<file path="src/rtl/pair_triple_generator_pkg.sv">
// pair_triple_pkg: shared definitions for the pair/triple stimulus generator.
//   - MODE_* : 2-bit pattern-class selectors (LOW, HIGH, ALL, PAIR)
//   - state_t: generator FSM states (ST_IDLE, ST_EMIT)
//   - popcount3 / is_member / first_code / last_code: class membership helpers
package pair_triple_pkg;

  localparam logic [1:0] MODE_LOW  = 2'd0;  // popcount <= 1
  localparam logic [1:0] MODE_HIGH = 2'd1;  // popcount >= 2
  localparam logic [1:0] MODE_ALL  = 2'd2;  // every code
  localparam logic [1:0] MODE_PAIR = 2'd3;  // popcount == 2

  typedef enum logic {
    ST_IDLE = 1'b0,
    ST_EMIT = 1'b1
  } state_t;

  function automatic logic [1:0] popcount3(input logic [2:0] code);
    return {1'b0, code[0]} + {1'b0, code[1]} + {1'b0, code[2]};
  endfunction

  function automatic logic is_member(input logic [1:0] mode, input logic [2:0] code);
    logic [1:0] p;
    p = popcount3(code);
    case (mode)
      MODE_LOW:  return (p <= 2'd1);
      MODE_HIGH: return (p >= 2'd2);
      MODE_PAIR: return (p == 2'd2);
      default:   return 1'b1;
    endcase
  endfunction

  // Lowest member of each class.
  function automatic logic [2:0] first_code(input logic [1:0] mode);
    case (mode)
      MODE_HIGH, MODE_PAIR: return 3'd3;
      default:              return 3'd0;
    endcase
  endfunction

  // Highest member of each class; the walk ends here.
  function automatic logic [2:0] last_code(input logic [1:0] mode);
    case (mode)
      MODE_LOW:  return 3'd4;
      MODE_PAIR: return 3'd6;
      default:   return 3'd7;
    endcase
  endfunction

endpackage

</file>
<file path="src/rtl/pair_triple_generator_if.sv">
// pair_triple_generator_if: request and pattern-stream signals of the generator.
//   Request : req_val, req_rdy, req_mode
//   Stream  : resp_val, resp_rdy, in0/in1/in2, exp_out, resp_last
// Handshake rule (both channels): a transfer happens on a rising clock edge where
// valid and ready are both high; a source holds valid and its payload stable until
// that edge, and ready may change freely. Flush and reset are the only ways valid
// is withdrawn without a transfer.
// Modports: master = generator side, slave = harness/consumer side.
interface pair_triple_generator_if;
  logic       req_val;
  logic       req_rdy;
  logic [1:0] req_mode;
  logic       resp_val;
  logic       resp_rdy;
  logic       in0;
  logic       in1;
  logic       in2;
  logic       exp_out;
  logic       resp_last;

  modport master (
    input  req_val, req_mode, resp_rdy,
    output req_rdy, resp_val, in0, in1, in2, exp_out, resp_last
  );

  modport slave (
    output req_val, req_mode, resp_rdy,
    input  req_rdy, resp_val, in0, in1, in2, exp_out, resp_last
  );
endinterface

</file>
<file path="src/rtl/pair_triple_generator_next_code.sv">
// pair_triple_next_code: combinational successor logic for the class walk.
//   mode    in  2  pattern class
//   code    in  3  current code (assumed to be a member of the class)
//   nxt     out 3  next higher member; wraps to the first member after the last
//   is_last out 1  code is the highest member of the class
module pair_triple_next_code
  import pair_triple_pkg::*;
(
  input  logic [1:0] mode,
  input  logic [2:0] code,
  output logic [2:0] nxt,
  output logic       is_last
);

  // Scan candidates from the top down so the lowest qualifying code wins.
  // With no qualifying code above, the walk restarts at the first member.
  always_comb begin
    nxt = first_code(mode);
    for (int i = 7; i >= 1; i--) begin
      if ((3'(i) > code) && is_member(mode, 3'(i))) begin
        nxt = 3'(i);
      end
    end
  end

  assign is_last = (code == last_code(mode));

endmodule

</file>
<file path="src/rtl/pair_triple_generator.sv">
// pair_triple_generator: walks every member of a requested 3-bit pattern class in
// ascending order, NUM_PASSES times, emitting each pattern with its golden
// detector output NOT(majority(in0, in1, in2)).
//   clk        in   clock, rising edge
//   rst_n      in   asynchronous active-low reset
//   flush      in   synchronous abort back to IDLE (beats any handshake)
//   pif        if   master side of pair_triple_generator_if (request + stream)
//   busy       out  high whenever the FSM is not IDLE
//   state_dbg  out  current FSM state
module pair_triple_generator
  import pair_triple_pkg::*;
#(
  parameter int NUM_PASSES = 1,
  parameter int PASS_W     = $clog2(NUM_PASSES) + 1
) (
  input  logic                     clk,
  input  logic                     rst_n,
  input  logic                     flush,
  pair_triple_generator_if.master  pif,
  output logic                     busy,
  output state_t                   state_dbg
);

  localparam logic [PASS_W-1:0] LAST_PASS = PASS_W'(NUM_PASSES - 1);

  state_t            state;
  logic [2:0]        code;
  logic [PASS_W-1:0] pass;
  logic [1:0]        mode;
  logic              req_rdy_q;
  logic              resp_val_q;

  logic [2:0]        nxt_code;
  logic              code_is_last;
  logic              resp_last;
  logic              resp_fire;

  pair_triple_next_code u_next_code (
    .mode    (mode),
    .code    (code),
    .nxt     (nxt_code),
    .is_last (code_is_last)
  );

  assign resp_last = resp_val_q && code_is_last && (pass == LAST_PASS);
  assign resp_fire = resp_val_q && pif.resp_rdy;

  always_ff @(posedge clk or negedge rst_n) begin
    if (!rst_n) begin
      state      <= ST_IDLE;
      code       <= 3'd0;
      pass       <= '0;
      mode       <= MODE_LOW;
      req_rdy_q  <= 1'b1;
      resp_val_q <= 1'b0;
    end else if (flush) begin
      // The pattern on the bus this cycle is discarded, not consumed.
      state      <= ST_IDLE;
      code       <= 3'd0;
      pass       <= '0;
      req_rdy_q  <= 1'b1;
      resp_val_q <= 1'b0;
    end else begin
      case (state)
        ST_IDLE: begin
          if (pif.req_val && req_rdy_q) begin
            mode       <= pif.req_mode;
            code       <= first_code(pif.req_mode);
            pass       <= '0;
            state      <= ST_EMIT;
            req_rdy_q  <= 1'b0;
            resp_val_q <= 1'b1;
          end
        end
        ST_EMIT: begin
          if (resp_fire) begin
            if (resp_last) begin
              // req_rdy only rises after this edge, so a new request always
              // sees at least one dead cycle.
              state      <= ST_IDLE;
              code       <= 3'd0;
              pass       <= '0;
              req_rdy_q  <= 1'b1;
              resp_val_q <= 1'b0;
            end else if (code_is_last) begin
              code <= nxt_code;  // wraps to the first member
              pass <= pass + PASS_W'(1);
            end else begin
              code <= nxt_code;
            end
          end
        end
        default: begin
          state      <= ST_IDLE;
          req_rdy_q  <= 1'b1;
          resp_val_q <= 1'b0;
        end
      endcase
    end
  end

  assign pif.req_rdy   = req_rdy_q;
  assign pif.resp_val  = resp_val_q;
  assign pif.in0       = code[0];
  assign pif.in1       = code[1];
  assign pif.in2       = code[2];
  assign pif.exp_out   = (popcount3(code) <= 2'd1);
  assign pif.resp_last = resp_last;
  assign busy          = (state != ST_IDLE);
  assign state_dbg     = state;

endmodule

</file>
<file path="src/flat_wrapper.sv">
// flat-port wrapper written by rule: the top's interface ports become plain ports
module pair_triple_generator_flat import pair_triple_pkg::*;
#(
  parameter int NUM_PASSES = 1,
  parameter int PASS_W     = $clog2(NUM_PASSES) + 1
)
  (clk, rst_n, flush, busy, state_dbg, pif_req_val, pif_req_mode, pif_resp_rdy, pif_req_rdy, pif_resp_val, pif_in0, pif_in1, pif_in2, pif_exp_out, pif_resp_last);
  pair_triple_generator_if pif_i ();
  input  logic clk;
  input  logic rst_n;
  input  logic flush;
  output logic busy;
  output state_t state_dbg;
  input wire logic [$bits(pif_i.req_val)-1:0] pif_req_val;
  input wire logic [$bits(pif_i.req_mode)-1:0] pif_req_mode;
  input wire logic [$bits(pif_i.resp_rdy)-1:0] pif_resp_rdy;
  output wire logic [$bits(pif_i.req_rdy)-1:0] pif_req_rdy;
  output wire logic [$bits(pif_i.resp_val)-1:0] pif_resp_val;
  output wire logic [$bits(pif_i.in0)-1:0] pif_in0;
  output wire logic [$bits(pif_i.in1)-1:0] pif_in1;
  output wire logic [$bits(pif_i.in2)-1:0] pif_in2;
  output wire logic [$bits(pif_i.exp_out)-1:0] pif_exp_out;
  output wire logic [$bits(pif_i.resp_last)-1:0] pif_resp_last;
  assign pif_i.req_val = pif_req_val;
  assign pif_i.req_mode = pif_req_mode;
  assign pif_i.resp_rdy = pif_resp_rdy;
  assign pif_req_rdy = pif_i.req_rdy;
  assign pif_resp_val = pif_i.resp_val;
  assign pif_in0 = pif_i.in0;
  assign pif_in1 = pif_i.in1;
  assign pif_in2 = pif_i.in2;
  assign pif_exp_out = pif_i.exp_out;
  assign pif_resp_last = pif_i.resp_last;
  pair_triple_generator #(.NUM_PASSES(NUM_PASSES), .PASS_W(PASS_W)) u_core (.clk(clk), .rst_n(rst_n), .flush(flush), .pif(pif_i), .busy(busy), .state_dbg(state_dbg));
endmodule
</file>
<file path="config.mk">
export PLATFORM = sky130hd
export DESIGN_NAME = pair_triple_generator_flat
export DESIGN_NICKNAME = d
export VERILOG_FILES = /design/src/rtl/pair_triple_generator_pkg.sv /design/src/rtl/pair_triple_generator_if.sv /design/src/rtl/pair_triple_generator_next_code.sv /design/src/rtl/pair_triple_generator.sv /design/src/flat_wrapper.sv
export SDC_FILE = /design/constraint.sdc
export NUM_CORES = 1
export LEC_CHECK = 0
export BUFFER_PORTS_ARGS = -buffer_cell sky130_fd_sc_hd__buf_2
export CORE_AREA = 5 5 42 44
export DETAILED_ROUTE_END_ITERATION = 12
export DIE_AREA = 0 0 47 49
export PLACE_DENSITY = 0.76
export SLEW_MARGIN = 20
export SYNTH_ARGS = -nofsm -noshare
export SYNTH_HDL_FRONTEND = slang
export SYNTH_HIERARCHICAL = 1
export SYNTH_SLANG_ARGS = --single-unit
</file>
<file path="constraint.sdc">
create_clock -name clk -period 2.75 [get_ports clk]
set_input_delay 0.275 -clock clk [delete_from_list [all_inputs] [get_ports clk]]
set_output_delay 0.275 -clock clk [all_outputs]
set_load 0.02 [all_outputs]
</file>
==> run_results.csv <==
group,metric,value,unit
synth,yosysWarnings,6,
placed_design,post_dp_cell_area,761,sq um
floorplanning,num_rows,14,
critical_path,crit_arrival,1850,ps
pwr,swShare,0.375,
synth,ys_types,32,
route,dr.pass1.iters,4,
sta,hold_viol,0,
floorplanning,coreArea,1400,sq um
global_route,grt_pass1_wl,2400,um
cells_and_area,final_util,0.569,
sta,fin_crit_sh,0.773,
sta,whs,259,ps
synth,synth_seq_cells,9,
synth,async_reset_ff_frac,1.00,
placed_design,gp_congestion,0.747,
pwr,power.switching,0.187,mW
pwr,p_int,0.311,mW
cells_and_area,syn_to_final_growth,14.8,%
route,drt-initial-drc-count,19,
cells_and_area,nFillCells,127,
clock_tree,clk_pin_slew_worst_paths,60,ps
floorplanning,initial_utilization,0.496,
pwr,p_per_area,625,nW/um^2
sta,rsz0062_at_grt,"false",
synth,syn_inst,73,
placed_design,hpwl,1080,um
synth,yosysSeqAreaShare,0.326,
synth,synthFlopType,"dfrtp_1",
critical_path,worstPathCellList,"inv_1 -> ha_1 -> xnor2_1 -> and3_1 -> nand3b_1 -> inv_1 -> buf_2",
worst_hold_path,hold_start,"pif_req_mode[1]",
synth,synth_top_area_frac,0.288,
route,wl_per_cell,13.3,um
worst_hold_path,min_to,"u_core/mode[1]$_DFFE_PN0P_",
clock_tree,cts_buffer_depth,2,
sta,fin_setup_tns,0,ps
cells_and_area,drive_gt1_frac,0.303,
global_route,antenna_found_initial,0,
pwr,ir_worst_vdd,0.388,mV
route,antenna_left,0,
worst_hold_path,whs_path_depth,2,
synth,synth-edff-count,0,
critical_path,r2r_end,"u_core/code[0]$_DFFE_PN0P_",
sta,max_freq,470,MHz
worst_hold_path,holdCritPathClass,"in2reg",
run_status,status,"completed",
critical_path,path_common_cell,"inv_1",
pwr,pwr-share-clk,0.193,
flow_run,cap_violations,0,
clock_tree,cts_tree,"yes",
critical_path,slowest_stage,"dfrtp_1",
critical_path,crit_start,"u_core/mode[0]$_DFFE_PN0P_",
synth,synth_top_area_cell,"dfrtp_1",
global_route,gr-total-overflow,0,
global_route,grtUsageTotal,0.137,
critical_path,cp.required,2480,ps
cells_and_area,diodes,0,
sta,final.min_clock_period,2130,ps
route,drt-total-wl,1400,um
pwr,p_leak,0.402,nW
floorplanning,die-width,47,um
floorplanning,fp.dieH,49,um
clock_tree,htree_num_levels,1,
global_route,grt_max_degree,14,
synth,syn_nets,84,
critical_path,rrSetupSlack,800,ps
route,viasPerCell,5.75,
clock_tree,post_cts_buffers,0,
placed_design,io_buffers,15,
critical_path,cp-start-kind,"flip-flop",
sta,worst_pin_slew,414,ps
critical_path,r2r_cells,7,
cells_and_area,fin_nets,101,
critical_path,critPathMaxFanout,5,
sta,max-slew-margin-rel,0.724,
clock_tree,cts_buffers,3,
clock_tree,numClockSinks,9,
synth,ys_top_cells_by_area,"dfrtp_1 29%, mux2_2 8.1%, ha_1 7.2%, a21oi_1 4.3%, dfstp_2 3.8%",
critical_path,r2r-start,"u_core/mode[0]$_DFFE_PN0P_",
global_route,grt_pass1_vias,571,
route,drc,0,
floorplanning,die_area,2300,sq um
critical_path,worstSetupPathType,"reg2out",
clock_tree,clock_latency,250,ps
critical_path,cp-end-kind,"output port",
clock_tree,root_buffer,"clkbuf_4",
sta,setup_ws,624,ps
sta,drv_slew,0,
pwr,combPwrFrac,0.428,
cells_and_area,final_design_area_no_fill,797,sq um
pwr,seq_power_share,0.379,
sta,setup_viol,0,
synth,syn-cell-area,694,sq um
floorplanning,io_pins,16,
critical_path,critPathMaxStageDelay,390,ps
placed_design,dp_slack,808,ps
route,vias,604,
synth,postSynthAreaPerCell,9.51,sq um
sta,finClkSkew,6.17,ps
[through the flow]
| step | power, mW | instances |
|---|---|---|
| after detailed placement | 0.402 | 100 |
| after CTS | 0.502 | 105 |
| after global placement | 0.396 | 100 |
| final | 0.498 | 105 |
| after floorplan | 0.358 | 73 |
| after global routing | 0.539 | 105 |
[cells in the final DEF, fill, tap and decap left out, drive strengths merged, types with 2 or more instances in the layout]
master / count
buf: 15
dfrtp: 8
inv: 6
a21oi: 6
mux2: 5
nor2b: 4
ha: 4
nand2b: 4
clkbuf: 4
nor2: 3
o21ai: 3
and3: 3
and3b: 3
nand2: 2
a32o: 2
o31ai: 2
a311oi: 2
[critical path: cells and delay by family (launching register included)]
kind                     cells  cell delay (ps)
flip-flops                   1              390
buffers and inverters        3              380
adder cells (fa/ha/maj)      1              350
AND/OR/NAND/NOR              2              340
XOR/XNOR                     1              150
[area by class of cell]
| class | count | area [sq um] | share of cell area |
|---|---|---|---|
| inverter | 6 | 22.5 | 0.0283 |
| sequential | 9 | 226 | 0.284 |
| multi-input combinational | 54 | 417 | 0.523 |
| clock buffer | 4 | 26.3 | 0.0330 |
| tap | 16 | 20.0 | 0.0251 |
| timing repair buffer | 16 | 85.1 | 0.107 |
[power groups by stage]
stage	logic, mW	clock network (mW)	registers (mW)
6_report	0.213	0.0963	0.189
5_1_grt	0.235	0.109	0.195
4_1_cts	0.212	0.101	0.189
3_5_place_dp	0.211	0	0.191
3_3_place_gp	0.206	0	0.190
2_1_floorplan	0.168	0	0.190
[worst max path at each step]
stage	slack, ps	endpoint
final	620	pif_resp_last
after global routing	420	pif_resp_last
after CTS	600	pif_resp_last
after detailed placement	810	u_core/code[0]$_DFFE_PN0P_
after global placement	850	u_core/code[0]$_DFFE_PN0P_
after floorplan	950	u_core/code[0]$_DFFE_PN0P_
[routing by layer]
metal  global-route usage  up-vias  routed length [um]
met4               0.0645        0                  10
met3               0.0111        2                  67
met5                    0        -                   0
met1                0.177      283                 626
li1                     -      300                   -
met2                0.219       19                 695
[cells in the mapped netlist (2+ instances only)]
library cell	n
dfrtp_1	8
a21oi_1	6
inv_1	6
mux2_2	5
ha_1	4
nand2b_1	4
nor2b_1	4
and3_1	3
nor2_1	3
o21ai_0	3
a32o_1	2
and3b_1	2
buf_2	2
nand2_1	2
o31ai_1	2
[cell families after synthesis]
family / synth area share
compound gates: 0.213
fa+ha+maj: 0.0721
xor+xnor: 0.0252
buf+inv: 0.0739
flops: 0.326
mux: 0.0811
simple gates: 0.209
[registers in the layout, summed over array words and instances, names as in the netlist]
name,count
u_core/code,3
u_core/pass,1
u_core/pif.resp_val,1
u_core/busy,1
u_core/pif.req_rdy,1
u_core/mode,2
[what timing repair did]
action / 4_1_cts / 5_1_grt
resized for setup: 0 / 0
hold buffers: 1 / 0
hold endpoints to repair: 8 / 0
setup endpoints to repair: 0 / 0
(Power assumes the default switching activity.)
